<file path="config.mk">
export PLATFORM = sky130hd
export DESIGN_NAME = fetch_unit
export DESIGN_NICKNAME = d
export VERILOG_FILES = /design/src/rtl/fetch_unit_pkg.sv /design/src/rtl/ras_stack.sv /design/src/rtl/fetch_unit.sv
export SDC_FILE = /design/constraint.sdc
export NUM_CORES = 1
export LEC_CHECK = 0
export CAP_MARGIN = 15
export CORE_MARGIN = 2
export CORE_UTILIZATION = 50
export DETAILED_ROUTE_END_ITERATION = 8
export PLACE_DENSITY = 0.83
export SLEW_MARGIN = 20
export SYNTH_ARGS = -nofsm -noshare
export SYNTH_HDL_FRONTEND = slang
export SYNTH_HIERARCHICAL = 1
export SYNTH_SLANG_ARGS = --single-unit
export TNS_END_PERCENT = 30
</file>
<file path="constraint.sdc">
create_clock -name clk -period 11.47 [get_ports clk]
set_input_delay 3.441 -clock clk [delete_from_list [all_inputs] [get_ports clk]]
set_output_delay 3.441 -clock clk [all_outputs]
set_load 0.005 [all_outputs]
</file>
<file path="src/rtl/fetch_unit_pkg.sv">
// Shared fetch-stage types: FSM states, redirect sources, the IF/ID word and the default reset PC.
package fetch_unit_pkg;

  localparam logic [31:0] RESET_PC_DEFAULT = 32'h0000_0000;

  typedef enum logic [1:0] {
    FETCH,
    HOLD,
    DRAIN
  } fetchState_t;

  typedef enum logic [2:0] {
    SRC_NONE,
    SRC_RET,
    SRC_CALL_RS1,
    SRC_JUMP,
    SRC_BRANCH
  } redirSrc_t;

  typedef struct packed {
    logic [31:0] instr;
    logic [31:0] pc4;
  } ifid_t;

  function automatic logic [31:0] nextPc(input logic [31:0] pc);
    return pc + 32'd4;
  endfunction

endpackage

</file>
<file path="src/rtl/ras_stack.sv">
// Circular return-address stack: push when full overwrites the oldest entry, pop when empty reads 0.
// Updates on the clock edge; top/full/empty reflect current contents with no stall path.
module ras_stack #(
  parameter int DEPTH = 8
) (
  input  logic        clk,
  input  logic        rst_n,
  input  logic        push,
  input  logic        pop,
  input  logic [31:0] push_data,
  output logic [31:0] top,
  output logic        full,
  output logic        empty
);

  localparam int PW = (DEPTH > 1) ? $clog2(DEPTH) : 1;
  localparam int CW = $clog2(DEPTH + 1);

  logic [31:0]   mem [DEPTH];
  logic [PW-1:0] wrPtr;
  logic [PW-1:0] topPtr;
  logic [PW-1:0] wrIdx;
  logic [CW-1:0] count;
  logic          replaceTop;

  assign topPtr     = wrPtr - 1'b1;
  assign full       = (count == CW'(DEPTH));
  assign empty      = (count == '0);
  assign top        = empty ? 32'h0 : mem[topPtr];
  // Simultaneous push and pop on a non-empty stack rewrites the top in place.
  assign replaceTop = push && pop && !empty;
  assign wrIdx      = replaceTop ? topPtr : wrPtr;

  always_ff @(posedge clk) begin
    if (push) mem[wrIdx] <= push_data;
  end

  always_ff @(posedge clk or negedge rst_n) begin
    if (!rst_n) begin
      wrPtr <= '0;
      count <= '0;
    end else if (push && !replaceTop) begin
      wrPtr <= wrPtr + 1'b1;
      if (!full) count <= count + 1'b1;
    end else if (pop && !push && !empty) begin
      wrPtr <= topPtr;
      count <= count - 1'b1;
    end
  end

endmodule

</file>
<file path="src/rtl/fetch_unit.sv">
// Fetch stage: one word/cycle at zero wait, one-entry skid on decode stall (imem_req drops), RAS return targets.
// Redirect without ack drains the in-flight word first; FETCH_RAS_ERR_EN enables the sticky ras_err flag.
module fetch_unit
  import fetch_unit_pkg::*;
#(
  parameter logic [31:0] RESET_PC  = RESET_PC_DEFAULT,
  parameter int          RAS_DEPTH = 8
) (
  input  logic        clk,
  input  logic        rst_n,
  output logic        imem_req,
  output logic [31:0] imem_addr,
  input  logic        imem_ack,
  input  logic [31:0] imem_rdata,
  output logic [31:0] instruction,
  output logic [31:0] PC4,
  output logic        if_valid,
  input  logic        id_stall,
  input  logic [31:0] id_PC4,
  input  logic [31:0] branchAddress,
  input  logic [31:0] jumpAddress,
  input  logic [31:0] callRs1Address,
  input  logic        SIG_EQ,
  input  logic        SIG_BEQ,
  input  logic        SIG_BNE,
  input  logic        SIG_Jump,
  input  logic        SIG_Call,
  input  logic        SIG_CALL_RS1,
  input  logic        SIG_RET,
  output logic        ras_err
);

  fetchState_t state;
  redirSrc_t   redirSrc;
  ifid_t       ifid;
  ifid_t       skid;
  logic [31:0] pcReg;
  logic [31:0] pcPending;
  logic [31:0] target;
  logic [31:0] rasTop;
  logic        reqReg;
  logic        ifValid;
  logic        takeBranch;
  logic        redirect;
  logic        ackLive;
  logic        rasPush;
  logic        rasPop;
  logic        rasFull;
  logic        rasEmpty;

  assign imem_req    = reqReg;
  assign imem_addr   = pcReg;
  assign instruction = ifid.instr;
  assign PC4         = ifid.pc4;
  assign if_valid    = ifValid;

  // An ack only counts against a request we actually have outstanding.
  assign ackLive    = reqReg && imem_ack;
  assign takeBranch = (SIG_BEQ && SIG_EQ) || (SIG_BNE && !SIG_EQ);

  always_comb begin
    redirSrc = SRC_NONE;
    target   = branchAddress;
    if (SIG_RET) begin
      redirSrc = SRC_RET;
      target   = rasTop;
    end else if (SIG_CALL_RS1) begin
      redirSrc = SRC_CALL_RS1;
      target   = callRs1Address;
    end else if (SIG_Call || SIG_Jump) begin
      redirSrc = SRC_JUMP;
      target   = jumpAddress;
    end else if (takeBranch) begin
      redirSrc = SRC_BRANCH;
    end
  end

  assign redirect = ifValid && !id_stall && (redirSrc != SRC_NONE);
  assign rasPush  = redirect && (SIG_Call || SIG_CALL_RS1);
  assign rasPop   = redirect && SIG_RET;

  ras_stack #(.DEPTH(RAS_DEPTH)) u_ras (
    .clk       (clk),
    .rst_n     (rst_n),
    .push      (rasPush),
    .pop       (rasPop),
    .push_data (id_PC4),
    .top       (rasTop),
    .full      (rasFull),
    .empty     (rasEmpty)
  );

  always_ff @(posedge clk or negedge rst_n) begin
    if (!rst_n) begin
      state     <= FETCH;
      pcReg     <= RESET_PC;
      pcPending <= '0;
      reqReg    <= 1'b0;
      ifid      <= '0;
      skid      <= '0;
      ifValid   <= 1'b0;
    end else begin
      unique case (state)
        FETCH: begin
          if (!reqReg) reqReg <= 1'b1;
          if (redirect) begin
            ifValid <= 1'b0;
            if (ackLive) begin
              pcReg <= target;
            end else begin
              pcPending <= target;
              state     <= DRAIN;
            end
          end else if (ackLive && id_stall) begin
            skid   <= {imem_rdata, nextPc(pcReg)};
            pcReg  <= nextPc(pcReg);
            reqReg <= 1'b0;
            state  <= HOLD;
          end else if (ackLive) begin
            ifid    <= {imem_rdata, nextPc(pcReg)};
            ifValid <= 1'b1;
            pcReg   <= nextPc(pcReg);
          end else if (!id_stall) begin
            ifValid <= 1'b0;
          end
        end
        HOLD: begin
          if (!id_stall) begin
            reqReg <= 1'b1;
            state  <= FETCH;
            // Decode resolving a redirect on release makes the skid word wrong-path.
            if (redirect) begin
              ifValid <= 1'b0;
              pcReg   <= target;
            end else begin
              ifid    <= skid;
              ifValid <= 1'b1;
            end
          end
        end
        DRAIN: begin
          if (ackLive) begin
            pcReg <= pcPending;
            state <= FETCH;
          end
        end
        default: state <= FETCH;
      endcase
    end
  end

`ifdef FETCH_RAS_ERR_EN
  logic rasErr;
  always_ff @(posedge clk or negedge rst_n) begin
    if (!rst_n) begin
      rasErr <= 1'b0;
    end else if ((rasPush && !rasPop && rasFull) || (rasPop && rasEmpty)) begin
      rasErr <= 1'b1;
    end
  end
  assign ras_err = rasErr;
`else
  logic unusedRasFlags;
  assign unusedRasFlags = &{1'b0, rasFull, rasEmpty};
  assign ras_err        = 1'b0;
`endif

endmodule

</file>
* Word level (Yosys, flattened, before mapping) *
Memories as Yosys holds them, arrays and structs flattened.
Index checks and enable logic that the tools add are counted.

operators by class
  $add $sub $neg = 5
  equality and inequality tests = 17
  mux-type cells = 47
  bitwise gates (word level) = 2
  reductions and logical operators = 35

operators by type and width
  operator                                        count
  two-way mux 32 bit                              11
  two-way mux 64 bit                              5
  case mux 64 bit (2 select lines)                1
  case mux 32 bit (3 select lines)                1
  adder 32 x 3 -> 32 bit (second input constant)  1
  two-way mux 3 bit                               7
  inequality test 2 bit (second input constant)   8
  inequality test 3 bit (second input constant)   5
  logical AND 1 bit                               13
  two-way mux 4 bit                               3
  AND reduction 6 bit                             2
  two-way mux 1 bit                               11
  two-way mux 2 bit                               5
  AND reduction 4 bit                             2
  case mux 2 bit (3 select lines)                 1
  AND reduction 3 bit                             2
  nonzero test 3 bit                              2
  logical NOT 1 bit                               5
  adder 4 x 1 -> 4 bit (second input constant)    1
  == test 4 bit (second input constant)           1
  logical NOT 4 bit                               1
  inequality test 4 bit (second input constant)   1
  case mux 1 bit (2 select lines)                 2
  AND reduction 2 bit                             2
  other kinds (9)                                 13

storage, ports and cells
  flip-flop bits (word level) = 203
  bits in writable memories = 256
  output and inout port bits = 99
  word-level logic and storage cells = 118
  memories kept = 1

memory list
  name       depth  width  rd ports  clocked after Yosys merged registers in  write ports  RTL line         text
  u_ras.mem  8      32     1         0                                        1            ras_stack.sv:19  logic [31:0] mem [DEPTH];

* Depth between registers and ports, before layout *
  word-level depth = 16
  depth in mapped cells = 13
  depth with buffers taken out = 10

* By module *
The synthesis kept the hierarchy.

modules (own cells, without submodules)
  module      instances  cells an instance  area an instance (µm²)  sequential area each (µm²)
  fetch_unit  1          1112               10422.5                 4904.7
  ras_stack   1          527                10342.4                 7862.5

* Worst setup path after synthesis *
OpenSTA, ideal clock, no wires.

  path kind = input port to flip-flop
  start = input SIG_RET
  end = memory u_ras.mem[1][0] (enable)
  data arrival time = 7.234 ns
  slack = 3.756 ns
  stages = 7
  cell sequence = inv_1 > clkbuf_1 > nor2_1 > o41ai_4 > buf_2 > nand3_1 > a311oi_1

between the ends
  longest elaborated chain between the ends = 7
  elaborated cells between the ends (all ways) = 10
  those cells by class = mux (4); reduce/logical (6)

ends and longest elaborated chain
  what                               RTL line          text
  start, declared                    fetch_unit.sv:29  input logic SIG_RET,
  two-way mux 3 bit                  fetch_unit.sv:64  if (SIG_RET) begin
  nonzero test 3 bit                 fetch_unit.sv:78  assign redirect = ifValid && !id_stall && (redirSrc != SRC_NONE);
  logical AND 1 bit                  fetch_unit.sv:78
  logical AND 1 bit *                fetch_unit.sv:80  assign rasPop = redirect && SIG_RET;
  net rasPop                         fetch_unit.sv:47  logic rasPop;
  logical AND 1 bit * (2 in series)  ras_stack.sv:31   assign replaceTop = push && pop && !empty;
  two-way mux 3 bit *                ras_stack.sv:32   assign wrIdx = replaceTop ? topPtr : wrPtr;
  end, declared                      ras_stack.sv:19

Mark *: on every way through the listed nets, which the timed path passes. The rest lies on a longest branch.

* Worst setup path in the final report *
  start = input SIG_RET
  end = memory u_ras.mem[7][6] (enable)

Same word-level chain as after synthesis.

==> metrics.md <==
| Metric | Value |
|---|---|
| Status | `finished clean` |
| Nets | `2044` |
| Via count | `between 10000 and 15000` |
| Post-synthesis sequential area ratio | `0.615` |
| Peak VDD IR | `0.170 mV` |
| Reg clk slew, reported paths | `0.06 ns` |
| DIE HEIGHT | `208 microns` |
| Hold slack final | `0.476 ns` |
| Routed Antenna Nets | `0` |
| Hold Path Cell Cnt | `2` |
| Drt first pass iters | `5` |
| H-Tree Level Count | `2` |
| PortBufs | `268` |
| Wire length after detailed routing | `55700 microns` |
| First-pass GRT wire length | `86300 microns` |
| Total global-route track usage | `0.257` |
| Ratio of final minimum period to clock period | `0.621` |
| Root Buffer | `clkbuf_16` |
| Die area | `43200 sq um` |
| Total CTS buffers | `between 40 and 50` |
| Top_reg_cell synth | `edfxtp_1` |
| Final hold viol count | `0` |
| Peak Freq | `between 100 and 150 MHz` |
| Number of global-route vias before repair | `14646` |
| Arrival @ worst endpoint | `about 7.4 ns` |
| Total gr overflow | `0` |
| Post-CTS setup buffer count | `0` |
| Initial DRC count | `1653` |
| Setup Skew | `roughly 0.017 ns` |
| Leak pwr | `0.00946 uW` |
| Slew headroom | `0.284` |
| CP max FO | `43` |
| Critical path class | `primary input to flip-flop` |
| Synth unique cells | `77` |
| CTS Hold Bufs | `0` |
| Placer Congestion | `0.881` |
| Most frequent cells in the layout | `269 x nand2_1, 267 x clkdlybuf4s50_1, 256 x edfxtp_1` |
| Routed wire per std cell | `22.9 microns` |
| Share of cells above drive strength 1 | `0.136` |
| Fraction of registers with async set/reset | `0.442` |
| Initial antenna violation count | `1` |
| CTS tree | `built` |
| Commonest non-fill, non-tap cell in the layout | `nand2_1` |
| CP Capture Type | `flip-flop` |
| Final setup violation count | `0` |
| Worst Setup Start Kind | `primary input` |
| Syn Std Cell Area | `20800 sq um` |
| RSZ-0062 raised after global routing | `no` |
| Setup TNS | `0 ns` |
| Max cap viols | `0` |
| Syn_area_per_cell | `12.7 sq um` |
| Syn_nets | `1818` |
| Post-DP HPWL | `35900 microns` |
| Cells after Synth | `1639` |
| Non-filler instance count after layout | `between 2000 and 2500` |
| Clock buffer depth | `3` |
| Die span in x | `208 microns` |
| Cells after DPL | `2348` |
| Worst Hold Class | `flip-flop to flip-flop` |
| Ports | `270` |
| Post-cts resize count | `0` |
| Vias per Instance | `6.09` |
| Rows | `74` |
| Post-synth EDFFs | `256` |
| Slew Limit Fails | `0` |
| R2r worst-path depth | `11` |
| Critical path required time | `11.72 ns` |
| Residual DRC | `0` |
| Yosys warning total | `6` |
| Post-layout min period | `about 7.1 ns` |
| Largest net degree at the start of global routing | `135` |
| Core area | `40900 sq um` |
| Worst skew pair latency | `roughly 0.58 ns` |
| Area delta synth->final | `23.1%` |
| Clk sink count | `459` |
| Total power | `6860 uW` |
| Yosys reg bits | `459` |
| Worst-Margin Slew | `about 1.1 ns` |
| Power Dens Cells | `roughly 270 nW/um^2` |
| Initial Util | `0.507` |
## synthesized netlist by cell type (9+ instances only)
cell      count  area share
a21oi_1      90       0.022
nor2_1       62       0.011
dfrtp_1     203        0.24
edfxtp_1    256        0.37
nand4_1       9      0.0027
and2_1        9      0.0027
xnor2_1      22      0.0093
inv_1        14      0.0025
o211ai_1     13      0.0047
o21ai_0     150       0.036
mux2i_1      55       0.027
xor2_1       15      0.0063
nand2_1     270       0.049
mux4_2       64       0.069
nand3_1      29      0.0070
a211oi_1     11      0.0040
buf_2        33      0.0080
o21a_1       16      0.0058
nand2b_1      9      0.0027
a31oi_1      13      0.0039
mux2_2       56       0.030
clkbuf_1     70       0.013
## power by group
group | total, uW | switching [uW] | internal (uW) | leakage (uW)
registers | 2500 | 323 | 2170 | 0.00483
logic | 2860 | 1590 | 1270 | 0.00388
clock network | 1500 | 623 | 879 | 0.000750
total | 6860 | 2530 | 4320 | 0.00946
## final timing paths
kind,startpoint,endpoint,slack [ns]
worst min register to register,instruction[1],instruction[1],0.48
worst max-delay path,SIG_RET,u_ras/mem[7][6],4.35
max in group asynchronous,rst_n,skid[11],7.02
worst max register to register,u_ras/wrPtr[0],imem_addr[27],7.27
min in group asynchronous,rst_n,PC4[28],2.79
worst min-delay path,instruction[1],instruction[1],0.48
## cell type report
cell class                      instances  area, sq um
Clock buffer                           65         1290
Fill cell                            2948        15400
Tap cell                              532          666
Antenna cell                            1         2.50
Clock inverter                         21          228
Sequential cell                       459        12800
Multi-Input combinational cell       1050         7600
Inverter                               14         52.6
Timing Repair Buffer                  294         2940
## metrics by stage
stage / util / setup slack [ns] / cell area [sq um]
after floorplan: - / 3.76 / 20800
after global placement: 0.585 / 4.07 / 24000
after global routing: 0.625 / 4.23 / 25600
after detailed placement: 0.587 / 3.91 / 24000
after CTS: 0.624 / 4.48 / 25500
final: 0.625 / 4.35 / 25600
## layer usage
metal	vias up	GRT usage	share of wire
met3	125	0.0595	0.093
li1	6551	-	-
met4	0	0.0807	0.030
met1	7355	0.348	0.39
met5	-	0	0
met2	805	0.417	0.49
## worst max-delay path: stages
cell and delay (ns):
clkdlybuf4s50_1 0.46, buf_4 0.42, inv_1 0.53, nor2_1 0.47
o41ai_4 0.29, nor4b_1 0.54, o21ai_0 0.27, a31oi_4 0.50
buf_4 0.42
## cell families (layout without fill, tap and decap cells)
group           Yosys count  after routing  share of synthesized area
xor+xnor                 37             37                     0.0156
mux                     175            175                      0.126
other cells               1              2                   0.000181
flops                   459            459                      0.615
fa+ha+maj                 8              8                    0.00482
buf+inv                 130            394                     0.0271
compound gates          389            389                      0.117
simple gates            440            440                     0.0943
## sequential cells by signal, indices dropped and copies added, names as in the netlist
signal	cells
state	2
PC4	32
u_ras/count	4
imem_addr	32
u_ras/mem	256
if_valid	1
instruction	32
skid	64
imem_req	1
pcPending	32
u_ras/wrPtr	3
Note: power is estimated with default switching activity, not from simulation.
